===== config.mk =====
export PLATFORM = sky130hd
export DESIGN_NAME = key_gpio_in
export DESIGN_NICKNAME = d
export VERILOG_FILES = /design/src/rtl/key_gpio_pkg.sv /design/src/rtl/key_gpio_debounce.sv /design/src/rtl/key_gpio_in.sv
export SDC_FILE = /design/constraint.sdc
export NUM_CORES = 1
export LEC_CHECK = 0
export ABC_AREA = 1
export BUFFER_PORTS_ARGS = -buffer_cell sky130_fd_sc_hd__buf_2
export CAP_MARGIN = 20
export CORE_UTILIZATION = 45
export DETAILED_ROUTE_END_ITERATION = 16
export PLACE_DENSITY = 0.66
export SYNTH_ARGS = -nofsm -noshare
export SYNTH_HDL_FRONTEND = slang
export SYNTH_SLANG_ARGS = --single-unit

===== constraint.sdc =====
create_clock -name clk -period 4.1 [get_ports clk]
set_clock_uncertainty 0.1 [all_clocks]
set_input_delay 1.23 -clock clk [delete_from_list [all_inputs] [get_ports clk]]
set_output_delay 1.23 -clock clk [all_outputs]
set_load 0.1 [all_outputs]

===== src/rtl/key_gpio_pkg.sv =====
// Shared register map and edge-select encodings for the key/switch input port.
package key_gpio_pkg;

  localparam logic [2:0] ADDR_DATA    = 3'd0;
  localparam logic [2:0] ADDR_IRQMASK = 3'd2;
  localparam logic [2:0] ADDR_EDGECAP = 3'd3;

  localparam int EDGE_RISE = 0;
  localparam int EDGE_FALL = 1;
  localparam int EDGE_ANY  = 2;

endpackage


===== src/rtl/key_gpio_debounce.sv =====
// Single-bit two-flop synchroniser followed by a stable-count debouncer.
module key_gpio_debounce #(
  parameter int DEBOUNCE_CYCLES = 50000
) (
  input  logic clk,
  input  logic reset,
  input  logic din,
  output logic stable
);

  logic s1;
  logic s2;

  always_ff @(posedge clk) begin
    if (reset) begin
      s1 <= 1'b0;
      s2 <= 1'b0;
    end else begin
      s1 <= din;
      s2 <= s1;
    end
  end

  generate
    if (DEBOUNCE_CYCLES == 0) begin : g_bypass
      always_ff @(posedge clk) begin
        if (reset) stable <= 1'b0;
        else       stable <= s2;
      end
    end else begin : g_count
      localparam int CW = $clog2(DEBOUNCE_CYCLES + 1);
      logic [CW-1:0] cnt;

      // Counter only runs while s2 disagrees with stable, and wraps to 0 on acceptance.
      always_ff @(posedge clk) begin
        if (reset) begin
          stable <= 1'b0;
          cnt    <= '0;
        end else if (s2 == stable) begin
          cnt <= '0;
        end else if (cnt == CW'(DEBOUNCE_CYCLES - 1)) begin
          stable <= s2;
          cnt    <= '0;
        end else begin
          cnt <= cnt + 1'b1;
        end
      end
    end
  endgenerate

endmodule


===== src/rtl/key_gpio_in.sv =====
// Avalon-MM input PIO: debounced inputs, sticky edge capture and masked level interrupt.
module key_gpio_in
  import key_gpio_pkg::*;
#(
  parameter int WIDTH           = 4,
  parameter int DEBOUNCE_CYCLES = 50000,
  parameter int EDGE_TYPE       = 1
) (
  input  logic             clk,
  input  logic             reset,
  input  logic [2:0]       address,
  input  logic             chipselect,
  input  logic             write_n,
  input  logic [31:0]      writedata,
  output logic [31:0]      readdata,
  input  logic [WIDTH-1:0] in_port,
  output logic             irq
);

  logic [WIDTH-1:0] stable;
  logic [WIDTH-1:0] stable_d;
  logic [WIDTH-1:0] edge_det;
  logic [WIDTH-1:0] edge_clr;
  logic [WIDTH-1:0] edgecapture;
  logic [WIDTH-1:0] irqmask;
  logic [31:0]      rd_next;
  logic             wr_en;
  logic             unused_writedata;

  generate
    for (genvar gi = 0; gi < WIDTH; gi++) begin : g_bit
      key_gpio_debounce #(
        .DEBOUNCE_CYCLES(DEBOUNCE_CYCLES)
      ) u_debounce (
        .clk    (clk),
        .reset  (reset),
        .din    (in_port[gi]),
        .stable (stable[gi])
      );
    end
  endgenerate

  assign wr_en            = chipselect & ~write_n;
  assign unused_writedata = &{1'b0, writedata};

  always_comb begin
    edge_det = stable ^ stable_d;
    if (EDGE_TYPE == EDGE_RISE)      edge_det = stable & ~stable_d;
    else if (EDGE_TYPE == EDGE_FALL) edge_det = ~stable & stable_d;
  end

  always_comb begin
    edge_clr = '0;
    if (wr_en && address == ADDR_EDGECAP) edge_clr = writedata[WIDTH-1:0];
  end

  always_comb begin
    rd_next = '0;
    case (address)
      ADDR_DATA:    rd_next[WIDTH-1:0] = stable;
      ADDR_IRQMASK: rd_next[WIDTH-1:0] = irqmask;
      ADDR_EDGECAP: rd_next[WIDTH-1:0] = edgecapture;
      default:      rd_next = '0;
    endcase
  end

  // New edges are OR-ed in after the clear so a coincident edge is never lost.
  always_ff @(posedge clk) begin
    if (reset) begin
      stable_d    <= '0;
      edgecapture <= '0;
      irqmask     <= '0;
      readdata    <= '0;
    end else begin
      stable_d    <= stable;
      edgecapture <= (edgecapture & ~edge_clr) | edge_det;
      readdata    <= rd_next;
      if (wr_en && address == ADDR_IRQMASK) irqmask <= writedata[WIDTH-1:0];
    end
  end

  assign irq = |(edgecapture & irqmask);

endmodule


# Word level (Yosys, flattened, before mapping)

Cells that the tools add are included.

Bits in registers: 120
Input port bits: 43

Add/sub/neg operators: 4
Eq/ne operators: 10
Multiplexer cells: 2
Bitwise operators: 12
Reduce and logical (&&, ||, !) cells: 12

Operators with widths:

| operator                                                              | number |
|---|---|
| 16-bit by 1-bit adder with 16-bit output, second input constant       | 4 |
| 16-bit equality test, second input constant                           | 4 |
| 4-bit bitwise AND                                                     | 3 |
| 4-bit case mux with 3 select lines                                    | 1 |
| 3-bit OR reduction                                                    | 4 |
| 4-bit NOT                                                             | 2 |
| 2-bit AND reduction                                                   | 4 |
| 3-bit by 2-bit equality test with 1-bit output, second input constant | 2 |
| 1-bit NOT                                                             | 5 |
| 1-bit equality test                                                   | 4 |
| 4-bit two-way mux                                                     | 1 |
| 4-bit OR                                                              | 1 |
| 4-bit OR reduction                                                    | 1 |
| 3-bit zero test                                                       | 1 |
| 1-bit logical AND                                                     | 2 |
| 1-bit bitwise AND                                                     | 1 |

# Logic depth before layout (Yosys ltp)

Depth in word-level cells: 7
Mapped depth: 9
Gate-level depth less buffers: 9

# Cells and area by module

From an unflattened synthesis, not the netlist that was laid out.

Cell total of the unflattened synthesis: 661
Area, all modules: 4,603.2 sq um

By module, submodules not included:

| module            | instances | cells each | area each (sq um) | seq. area each (sq um) |
|---|---|---|---|---|
| key_gpio_debounce | 4         | 132        | 922.1             | 380.4 |
| key_gpio_in       | 1         | 133        | 914.6             | 320.3 |

# Least setup slack after synthesis

Ideal clock, no wire load.

Path kind: reg-to-output
From: register edgecapture[1]
To: output port irq
Arrival: 1.260 ns
Slack: 1.510 ns
Stages on the path, launching flop included: 3
Path through: dfxtp_1 > nand2_1 > nand4_1

Cells in the longest elaborated chain, start to end: 2

Ends and longest elaborated chain:

| element                | RTL line          | source |
|---|---|---|
| start, declared        | key_gpio_in.sv:24 | `logic [WIDTH-1:0] edgecapture;` |
| start signal, assigned | key_gpio_in.sv:76 | `edgecapture <= (edgecapture & ~edge_clr) \| edge_det;` |
| 4-bit bitwise AND      | key_gpio_in.sv:82 | `assign irq = \|(edgecapture & irqmask);` |
| 4-bit OR reduction     | key_gpio_in.sv:82 |  |
| end, declared          | key_gpio_in.sv:17 | `output logic irq` |

No other way between the ends.

# Worst setup path in the final report

From: register edgecapture[0]
To: output port irq

The elaborated chain is that of the path after synthesis.

==> flow_summary.yaml <==
clocking:
  clock_sinks: 92
  clock-root-buffer: "clkbuf_8"
  cts_max_level: 3
  ctsHoldBuffers: 0
  cts_setup_buffers: 0
  tritoncts: "yes"
  clk_latency_ps: 360
  post_cts_resized: 0
  cts_buffer_depth: 2
  cts_buffers: 9
  cts.clk_slew.worst_paths_ps: 90
floorplanning:
  die_h_um: 101.3
  fp-row-count: 35
  core_um2: 9415
  dieArea_um2: 10260
  die_x_um: 101.3
  start_util_pct: 47.12
  ioPinCount: 76
synth:
  syn-instance-count: 639
  synth_ff_type: "dfxtp_1"
  synth_area_um2: 4437
  syn_area_per_cell_um2: 6.943
  async_reset_ff_share_pct: 0
  synth_edf_count: 0
  synth_area_leaders: "dfxtp_1, nand2_1, nor2_1, inv_1, buf_4"
  ys_seq_area_share_pct: 41.51
  ys_types: 29
  ys_seq_elements: 92
  synth_top_area_share_pct: 41.51
  yosys.area.top_type: "dfxtp_1"
  yosys_warnings: 0
grt:
  grt_max_degree: 19
  grt_first_pass_wirelength_um: 14350
  gr-total-overflow: 0
  grt_antenna_before_repair: 1
  grtUsageTotal_pct: 17.40
  grt_pass1_vias: 3444
timing:
  setup_violations: 0
  max_slew.worst_pin.slew_ps: 533.1
  relSlewSlack_pct: 64.18
  max_clock_freq_ghz: 0.3826
  setup_tns_ps: 0
  hold_viol_final: 0
  rsz0062_at_grt: "no"
  maxSlewViolCount: 0
  period_minus_slack_ps: 2614
  fin_crit_sh_pct: 63.75
  timing.hold.ws_ps: 309.3
critical_path:
  critPathRequiredTime_ps: 2770
  worstSetupPathType: "flop to output pin"
  start_kind: "flop"
  crit_path_end_kind: "output pin"
  crit_path_max_incr_delay_ps: 430
  rr_worst_depth: 6
  path_cells: "nand2_1, nand4_1, buf_2"
  crit_slowest_cell: "buf_2"
  cp_top_family: "buffers and inverters"
  arrival_ps: 1280
  cp.buffers_inverters: 1
  worst-path-stages: 3
  worst-path-max-fanout: 3
route:
  drtPass1Iterations: 5
  via_per_inst: 4.710
  ant_nets: 0
  routed_wl_um: 8229
  wl_per_cell_um: 10.34
  drc_errors: 0
  vias: 3749
  first_iter_violations: 99
cells_and_area:
  utilization_pct: 50.67
  drive_gt1_share_pct: 7.958
  nets: 708
  syn_to_final_growth_pct: 7.530
  multi_input_area_um2: 2141
  seq_area_um2: 1842
  fillers: 947
power:
  ir_drop_v: 0.0002107
  power_mw: 1.783
  p_per_area_nw_per_um2: 373.7
  p_leak_nw: 1.724
worst_hold_path:
  worstHoldPathCells: 2
  hold_path_class: "flop to flop"
status:
  status: "complete, no violations"
placement:
  dp_hpwl_um: 6109
  port_buffers: 19
  gp_congestion: 0.8327
job:
  maxCapViolations: 0
==> stage by stage <==
| stage | setup slack, ps | cell area, µm² | std cells |
|---|---|---|---|
| after floorplan | 1510 | 4538 | 666 |
| after global placement | 1539 | 4521 | 779 |
| after detailed placement | 1494 | 4521 | 779 |
| after CTS | 1462 | 4768 | 795 |
| after global routing | 1406 | 4771 | 796 |
| final | 1486 | 4771 | 796 |
==> metal layers <==
metal | track usage (%) | vias up | routed length, µm
li1 | - | 1978 | -
met1 | 21.37 | 1692 | 3999
met2 | 29.51 | 68 | 3840
met3 | 3.037 | 11 | 253
met4 | 8.473 | 0 | 136
met5 | 0 | - | 0
==> cell usage in the layout (no fill, tap or decap) <==
cell type,n
nand2_1,144
nor2_1,138
dfxtp_1,92
inv_1,72
nand3_1,38
a21oi_1,31
conb_1,28
nand4_1,20
buf_2,19
xor2_1,15
o21ai_0,14
xnor2_1,9
clkbuf_8,9
nand2_2,5
ha_1,4
nor2_4,3
inv_2,3
o21bai_1,3
bufinv_16,3
a21oi_2,2
nor2_2,2
clkinv_4,2
diode_2,1
nand3_2,1
o21ai_1,1
nand2_4,1
and3b_1,1
nor3_1,1
a31oi_1,1
or2_0,1
or2_2,1
clkinvlp_4,1
inv_6,1
==> flip-flops by register name, summed over array words and instances, names as in the netlist <==
name                          flops
stable_d                          4
g_bit.u_debounce.s1               4
g_bit.u_debounce.g_count.cnt     64
g_bit.u_debounce.stable           4
g_bit.u_debounce.s2               4
irqmask                           4
edgecapture                       4
readdata                          4
==> worst paths after layout <==
check	end	slack, ps	start
max reg2reg	g_bit[3].u_debounce.g_count.cnt[13]	2490	g_bit[3].u_debounce.g_count.cnt[0]
min	g_bit[0].u_debounce.s2	310	g_bit[0].u_debounce.s1
max	irq	1490	edgecapture[0]
min reg2reg	g_bit[0].u_debounce.s2	310	g_bit[0].u_debounce.s1
==> worst min-delay path, delay by kind of cell (launching register included) <==
kind | cells | cell delay (ps)
flops | 1 | 310
simple gates | 1 | 30
buf+inv | 1 | 40
==> power by group <==
part | internal [mW] | switching (mW) | leakage, nW
Sequential | 0.899 | 0.00316 | 0.743
Clock | 0.409 | 0.328 | 0.120
Combinational | 0.0107 | 0.133 | 0.861
==> cell usage after synthesis (2+ instances only) <==
library cell	n
nand2_1	144
nor2_1	138
dfxtp_1	92
inv_1	72
nand3_1	38
a21oi_1	31
buf_4	28
nand4_1	20
xor2_1	15
o21ai_0	14
xnor2_1	9
buf_6	5
nand2_2	5
ha_1	4
inv_2	3
nor2_4	3
o21bai_1	3
a21oi_2	2
clkbuf_1	2
nor2_2	2
==> cell families after synthesis <==
| logic type | after synthesis | share of synthesized area (%) |
|---|---|---|
| DFF | 92 | 41.51 |
| adders and majority gates | 4 | 1.128 |
| buffers and inverters | 110 | 12.52 |
| and+or+nand+nor | 356 | 33.78 |
| other | 1 | 0.08452 |
| xor gates and xnor gates | 24 | 4.738 |
| AOI/OAI and AO/OA | 52 | 6.232 |
==> cell type report <==
class                   instances  share of cell area (%)
diodes                          1                 0.05245
clock buffers                   9                   2.596
clock inverters                 7                   2.596
inverters                      75                   5.901
multi-input cells             464                   44.87
flip-flops and latches         92                   38.60
well taps                     129                   3.383
repair buffers                 19                   1.993
No activity file was read; power rests on OpenSTA's default activity.
